==> config.mk <==
export PLATFORM = sky130hd
export DESIGN_NAME = alu_mult_pipe
export DESIGN_NICKNAME = d
export VERILOG_FILES = /design/src/rtl/alu_pkg.sv /design/src/rtl/fx_mul_sat.sv /design/src/rtl/alu_mult_pipe.sv
export SDC_FILE = /design/constraint.sdc
export NUM_CORES = 1
export LEC_CHECK = 0
export BUFFER_PORTS_ARGS = -buffer_cell sky130_fd_sc_hd__buf_2
export CAP_MARGIN = 30
export CORE_UTILIZATION = 40
export CTS_CLUSTER_DIAMETER = 30
export CTS_CLUSTER_SIZE = 40
export DETAILED_ROUTE_END_ITERATION = 10
export SLEW_MARGIN = 20
export SYNTH_ARGS = -nofsm -noshare
export SYNTH_HDL_FRONTEND = slang
export SYNTH_SLANG_ARGS = --single-unit
==> constraint.sdc <==
create_clock -name clk -period 9.6 [get_ports clk]
set_clock_uncertainty 0.15 [all_clocks]
set_input_delay 1.44 -clock clk [delete_from_list [all_inputs] [get_ports clk]]
set_output_delay 1.44 -clock clk [all_outputs]
set_load 0.02 [all_outputs]
==> src/rtl/alu_pkg.sv <==
// Shared helpers for the ALU multiply stage: rounding constant, saturation bounds, channel slicing.
package alu_pkg;

  function automatic longint round_const(input int frac);
    return 64'sd1 <<< (frac - 1);
  endfunction

  function automatic longint sat_max(input int w);
    return (64'sd1 <<< (w - 1)) - 64'sd1;
  endfunction

  function automatic longint sat_min(input int w);
    return -(64'sd1 <<< (w - 1));
  endfunction

  function automatic int chan_lsb(input int k, input int w);
    return k * w;
  endfunction

endpackage

==> src/rtl/fx_mul_sat.sv <==
// Signed fixed-point multiply with round-half-up and optional saturation; purely combinational.
module fx_mul_sat
  import alu_pkg::*;
#(
  parameter int W      = 8,
  parameter int FRAC   = 7,
  parameter bit SAT_EN = 1'b1
) (
  input  logic signed [W-1:0] a,
  input  logic signed [W-1:0] c,
  output logic        [W-1:0] res,
  output logic                sat
);

  // One guard bit above the full product keeps the rounding add from overflowing.
  localparam int PW = 2 * W + 1;
  localparam logic signed [PW-1:0] RC   = PW'(round_const(FRAC));
  localparam logic signed [PW-1:0] MAXV = PW'(sat_max(W));
  localparam logic signed [PW-1:0] MINV = PW'(sat_min(W));

  logic signed [PW-1:0] a_x;
  logic signed [PW-1:0] c_x;
  logic signed [PW-1:0] p;
  logic signed [PW-1:0] r;

  assign a_x = PW'(a);
  assign c_x = PW'(c);
  assign p   = a_x * c_x;
  assign r   = (p + RC) >>> FRAC;

  always_comb begin
    res = r[W-1:0];
    sat = 1'b0;
    if (SAT_EN) begin
      if (r > MAXV) begin
        res = MAXV[W-1:0];
        sat = 1'b1;
      end else if (r < MINV) begin
        res = MINV[W-1:0];
        sat = 1'b1;
      end
    end
  end

endmodule

==> src/rtl/alu_mult_pipe.sv <==
// N-channel operand x coefficient multiply stage, 2-cycle valid/ready pipeline with add-bypass.
// Output stalls hold stable; in_ready drops only when both stages are full and downstream blocks.
module alu_mult_pipe
  import alu_pkg::*;
#(
  parameter int BUS_WIDTH = 8,
  parameter int N_CH      = 2,
  parameter int FRAC_BITS = 7,
  parameter bit SAT_EN    = 1'b1
) (
  input  logic                      clk,
  input  logic                      rst,
  input  logic [N_CH-1:0]           coef_we,
  input  logic [BUS_WIDTH-1:0]      imm,
  input  logic                      in_valid,
  output logic                      in_ready,
  input  logic                      f_add,
  input  logic [N_CH*BUS_WIDTH-1:0] data_in,
  output logic                      out_valid,
  input  logic                      out_ready,
  output logic [N_CH*BUS_WIDTH-1:0] mult_out,
  output logic [N_CH-1:0]           sat_flag
);

  localparam int W = BUS_WIDTH;

  logic [N_CH*W-1:0] coef_q;
  logic              s1_valid;
  logic              s1_add;
  logic [N_CH*W-1:0] s1_dat;
  logic [N_CH*W-1:0] s1_coef;
  logic [N_CH*W-1:0] mul_res;
  logic [N_CH-1:0]   mul_sat;
  logic              advance;
  logic              accept;

  assign advance  = s1_valid && (!out_valid || out_ready);
  assign in_ready = !rst && (!s1_valid || advance);
  assign accept   = in_valid && in_ready;

  for (genvar k = 0; k < N_CH; k++) begin : g_ch
    fx_mul_sat #(
      .W      (W),
      .FRAC   (FRAC_BITS),
      .SAT_EN (SAT_EN)
    ) u_mul (
      .a   (s1_dat[chan_lsb(k, W) +: W]),
      .c   (s1_coef[chan_lsb(k, W) +: W]),
      .res (mul_res[chan_lsb(k, W) +: W]),
      .sat (mul_sat[k])
    );
  end

  // Coefficients are snapshotted into s1 so later writes never reach in-flight beats.
  always_ff @(posedge clk) begin
    if (rst) begin
      coef_q    <= '0;
      s1_valid  <= 1'b0;
      s1_add    <= 1'b0;
      s1_dat    <= '0;
      s1_coef   <= '0;
      out_valid <= 1'b0;
      mult_out  <= '0;
      sat_flag  <= '0;
    end else begin
      for (int k = 0; k < N_CH; k++) begin
        if (coef_we[k]) coef_q[k*W +: W] <= imm;
      end

      if (accept) begin
        s1_valid <= 1'b1;
        s1_add   <= f_add;
        s1_dat   <= data_in;
        s1_coef  <= coef_q;
      end else if (advance) begin
        s1_valid <= 1'b0;
      end

      if (advance) begin
        out_valid <= 1'b1;
        mult_out  <= s1_add ? s1_dat : mul_res;
        sat_flag  <= s1_add ? '0 : mul_sat;
      end else if (out_ready) begin
        out_valid <= 1'b0;
      end
    end
  end

endmodule
# After elaboration in Yosys (flattened, before gate mapping)
# Index checks and enable logic that the tools add are counted.
# word_totals
register_bits	69
latch_bits	0
ram_bits	0
rom_bits	0
input_bits	31
out_inout_bits	20
elab_cells	41
n_memories	0
# classes
add_sub_neg	2
multipliers	2
n_div	0
order_cmp	4
n_eq_ne	0
shift	0
n_mux	14
bitwise_logic	0
n_reduce_logical	10
# ops
operator	n
adder 16 x 8 -> 17 bit, second input constant	2
multiplier 8 x 8 -> 16 bit	2
2-to-1 mux 8 bit	4
greater-than comparator 10 x 8 -> 1 bit, second input constant	2
less-than comparator 10 x 8 -> 1 bit, second input constant	2
2-to-1 mux 16 bit	1
2-to-1 mux 1 bit	8
nonzero test 2 bit	2
logical AND 1 bit	3
logical NOT 1 bit	3
logical OR 1 bit	2
2-to-1 mux 2 bit	1

# Depth between registers and ports, before layout
# logic_depth
word_depth	7
ltp_mapped	21
depth_no_buf	19

# Cells and area by module
# Synthesis repeated with hierarchy kept, for this count alone.
# unflattened
hier_cells	854
hier_area_um2	8231.6
# by_module_without_submodules
module	n_inst	cells_per_inst	area_per_inst_um2	seq_area_each_um2
alu_mult_pipe	1	250	2885.3	1381.3
fx_mul_sat at g_ch[1].u_mul	1	306	2702.6	0.0
fx_mul_sat at g_ch[0].u_mul	1	298	2643.8	0.0

# Worst setup path before layout
# No wires, ideal clock.
# synth_path
path_type	reg-to-reg
from	reg s1_dat[15]
to	reg mult_out[10]
setup_ns	0.122
t_arrival_ns	4.966
required_ns	9.328
slack_ns	4.362
stages_incl_launch_ff	17
n_path_buf	1
synth_period_minus_slack_ns	5.238
path_cell_list	dfxtp_1 clkbuf_1 nand2_1 fa_1 inv_1 fa_1 inv_1 fa_1 fa_1 inv_1 ha_1 and3_1 and4_1 or3_4 a2111oi_4 o21ai_1 a221o_1
# synth_via
elab_chain_cells	6
word_cells_on_any_way	7
cone_classes	1 x add/sub; 1 x mul; 2 x order compare; 3 x mux
# synth_lines
element	line	rtl
from (decl)	alu_mult_pipe.sv:30	logic [N_CH*W-1:0] s1_dat;
from (signal assigned)	alu_mult_pipe.sv:73	s1_dat <= data_in;
multiplier 8 x 8 -> 16 bit (*)	fx_mul_sat.sv:28	assign p = a_x * c_x;
adder 16 x 8 -> 17 bit (*)	fx_mul_sat.sv:29	assign r = (p + RC) >>> FRAC;
less-than comparator 10 x 8 -> 1 bit	fx_mul_sat.sv:38	end else if (r < MINV) begin
2-to-1 mux 8 bit	fx_mul_sat.sv:38	
2-to-1 mux 8 bit (*)	fx_mul_sat.sv:35	if (r > MAXV) begin
2-to-1 mux 16 bit (*)	alu_mult_pipe.sv:81	mult_out <= s1_add ? s1_dat : mul_res;
to (signal assigned)	alu_mult_pipe.sv:81	
to (decl)	alu_mult_pipe.sv:21	output logic [N_CH*BUS_WIDTH-1:0] mult_out,
# Every way passes the cells marked *; elsewhere a longest branch is shown, timed or not.
# A chain may end at the register's enable or synchronous reset.

# Final worst setup path
# layout_path
from	reg s1_dat[7]
to	reg mult_out[0]
# Same word-level chain as after synthesis.

==> results by group <==
Final layout
  – Net count, final: around 1100
  – Seq. cell area: ~0.0014 mm2
  – Footprint of the multi-input gates: 0.005659 mm2
  – Fin area: around 0.0085 mm2
  – Util after Layout: a little under half
  – Layout Cells excl Fill: 1171
  – Filler cell count in the final layout: around 1900
  – Antenna Cells: 0
  – Synthesis-to-layout area growth: 10.26%
  – Layout cells sized above 1: between 8 and 9%

Clock network
  – CTS tree: yes
  – CTS max path bufs: 2
  – Root Buffer: clkbuf_16
  – Postcts setup bufs: 0
  – Total CTS buffers: 9
  – H-tree Lvls: 3
  – CTS resizes: 0
  – Clock Latency Late Sink: around 340 ps
  – Worst-path clk slew: ~60 ps
  – Hold_buf cts: 0
  – Clock sinks: just under 70

GRT
  – Vias in the first global route: between 6000 and 7000
  – First-pass GRT wire length: approximately 31000 um
  – Initial antenna violation count: 0
  – Total grt overflow: 0
  – Tot GR Track Use: 20.18%
  – Largest net degree at the start of global routing: just over 60

Placed design
  – DP Wirelength: 14390 um
  – # placed instances: between 1000 and 1500
  – Routability cong.: 0.8293
  – Placed cell area: a little over 0.008 mm2
  – Port Buffers: 50

Synth
  – Seq/Total Area, Yosys: 17.83%
  – Area contributors post-synth: fa_1 29%, dfxtp_1 18%, ha_1 8.4%
  – Mux contribution to synthesized area: 2.487%
  – Post-synthesis adder-cell area fraction: 37.86%
  – Mapped Nets: 1076
  – Post-synth ARST share: 0%
  – Combinational family with the most area after synthesis: adder cells
  – Post-synth cell types: 51
  – Yosys top cell area share: slightly below 30%
  – Complex-gate fraction of the synthesized area: a little under a tenth
  – Post-Syn Area: around 0.0077 mm2
  – Post-Synth Simple-Gate Area: 20.32%
  – Most frequent cell after synthesis: inv_1
  – Synth top cells by count: 151 x inv_1, 119 x nand2_1, 114 x fa_1
  – Synth area leader: fa_1
  – Mean post-synth cell area: between 8 and 9 um2
  – Gate Count Post-Synth: just under 900
  – YS warnings: 0
  – Number of enable flip-flop cells after synthesis: 0
  – Main flop type after synthesis: dfxtp_1
  – Synth Register Bits: a little under 70
  – Post-Synth XOR/XNOR Area: about 2.8%

STA
  – Setup Viol. Count Final: 0
  – Crit path time final: around 5600 ps
  – Slew @ Worst Pin: 729.9 ps
  – Maximum clock frequency: 178.6 MHz
  – Final slew viol count: 0
  – RSZ-0062 raised after global routing: false
  – Final Cycle Share: a little under 60%
  – Hold_ws: between 200 and 300 ps
  – Slew headroom: roughly half
  – Final setup TNS: 0 ps
  – Final Hold Fails: 0

Run
  – # Max-Cap Violations: 0

Setup path
  – Largest delay share family, worst path: adder cells
  – RR Endpoint: mult_out[0]
  – CP Capture Type: register
  – Worst R2R Start: s1_dat[7]
  – WP buf/inv: 3
  – R2r worst-path depth: 17
  – Cell mode on critical path: fa_1
  – Crit path to: mult_out[0]
  – Crit-path max FO: 10
  – Slowest stage delay, CP: approximately 730 ps
  – WP data arrival: between 5000 and 6000 ps
  – Worst-path cell chain: nand2_1, fa_1, inv_1, fa_1, inv_1, fa_1, inv_1, fa_1, ha_1, and2_1, a221o_1, a31o_2, a21oi_1, xor2_1, a21oi_1, nor2_1, o311ai_1
  – Worst setup SP type: register
  – CP Depth: 17
  – Worst path slowest cell: fa_1
  – Critical path launch point: s1_dat[7]
  – Flop-to-flop setup slack: about 4000 ps
  – Worst path required time: between 9000 and 10000 ps
  – CP Class: reg2reg

Power and ir drop
  – Pwr dens: 105.1 mW/mm2
  – P_leak: 4.284 nW
  – Worst VDD drop: 83.32 uV

Drt
  – Average wire per standard cell: between 15 and 20 um
  – Drt first pass iters: 5
  – Residual DRC: 0
  – DRT iter0 DRCs: between 200 and 300
  – Final WL: ~18000 um
  – Vias per cell: around 4.9
  – Via Count: 5741
  – Antenna-violating nets left: 0

Floorplan
  – Die Wd: 141.2 um
  – Core ar.: 0.01883 mm2
  – Starting Density: approximately 40%
  – DIE HEIGHT: roughly 140 um
  – DIE AREA: about 0.02 mm2
  – Row count: 50
  – I/O pins: 51

Min path
  – Worst hold path class: reg2reg
  – HP Start: coef_q[4]

Status
  – Status: finished, final reports clean
how the worst min path moves through the flow:
| stage | to | depth (start not counted) |
|---|---|---|
| final | s1_coef[4] | 2 |
| after global routing | s1_coef[4] | 2 |
| after CTS | s1_coef[1] | 2 |
| after detailed placement | s1_coef[1] | 2 |
| after global placement | s1_coef[1] | 2 |
| after floorplan | s1_coef[0] | 2 |
power breakdown:
group	switching, mW	leakage [nW]	internal (mW)
registers	0.0304	0.567	0.307
clock network	0.126	0.154	0.231
logic	0.120	3.56	0.0834
sequential cells by signal, summed over array words and instances (netlist names):
name / flops
mult_out: 16
out_valid: 1
s1_add: 1
s1_dat: 16
s1_coef: 16
coef_q: 16
s1_valid: 1
sat_flag: 2
routing by layer:
layer	GRT usage (%)	vias up	share of wire [%]
met1	25.09	2830	45
met4	6.064	0	1.9
met5	0	-	0
li1	-	2819	-
met3	3.193	16	2.7
met2	35.83	76	50
worst reg2reg max path: stages (launching register included):
cell and delay, ps:
dfxtp_1 520, nand2_1 200, fa_1 730, inv_1 140, fa_1 520, inv_1 50
fa_1 500, inv_1 50, fa_1 450, ha_1 340, and2_1 200, a221o_1 320
a31o_2 220, a21oi_1 150, xor2_1 310, a21oi_1 150, nor2_1 340, o311ai_1 150
layout by cell type, fill, tap and decap left out, types with 3 or more instances in the layout:
cell / n
fa_1: 114
inv_1: 151
nand3_1: 5
xor2_1: 9
a221o_1: 3
and3_1: 7
dfxtp_1: 69
a21oi_1: 29
o21a_1: 4
nor2_1: 34
o31ai_1: 6
a21o_1: 5
a22o_1: 4
buf_2: 50
o21ai_0: 15
o221ai_1: 3
o21ai_1: 4
nand3b_1: 33
and2_1: 74
buf_4: 4
nand2_1: 119
a211oi_1: 4
xnor2_1: 16
clkbuf_16: 9
ha_1: 52
nor3_1: 7
nor2b_1: 17
o211ai_1: 7
nand2b_1: 5
mux2i_1: 17
cells by family (layout without fill, tap and decap cells):
logic type / after synthesis / after routing
buffers and inverters: 188 / 220
DFF: 69 / 69
and+or+nand+nor: 307 / 307
adders and majority gates: 166 / 166
xor gates and xnor gates: 25 / 25
AOI/OAI and AO/OA: 105 / 105
muxes: 19 / 19
layout make-up:
type / count / area share [%]
Multi-Input combinational cell: 622 / 66.26
Sequential cell: 69 / 16.17
Inverter: 151 / 6.636
Tap cell: 260 / 3.809
Timing Repair Buffer: 55 / 3.457
Clock buffer: 10 / 2.798
Clock inverter: 4 / 0.8643
stage by stage:
step	power, mW	setup WS (ps)
after floorplan	0.4856	4362
after global placement	0.5443	4075
after detailed placement	0.5483	3949
after CTS	0.9099	3953
after global routing	0.9510	3571
final	0.8980	4000
No activity file was read; power rests on OpenSTA's default activity.
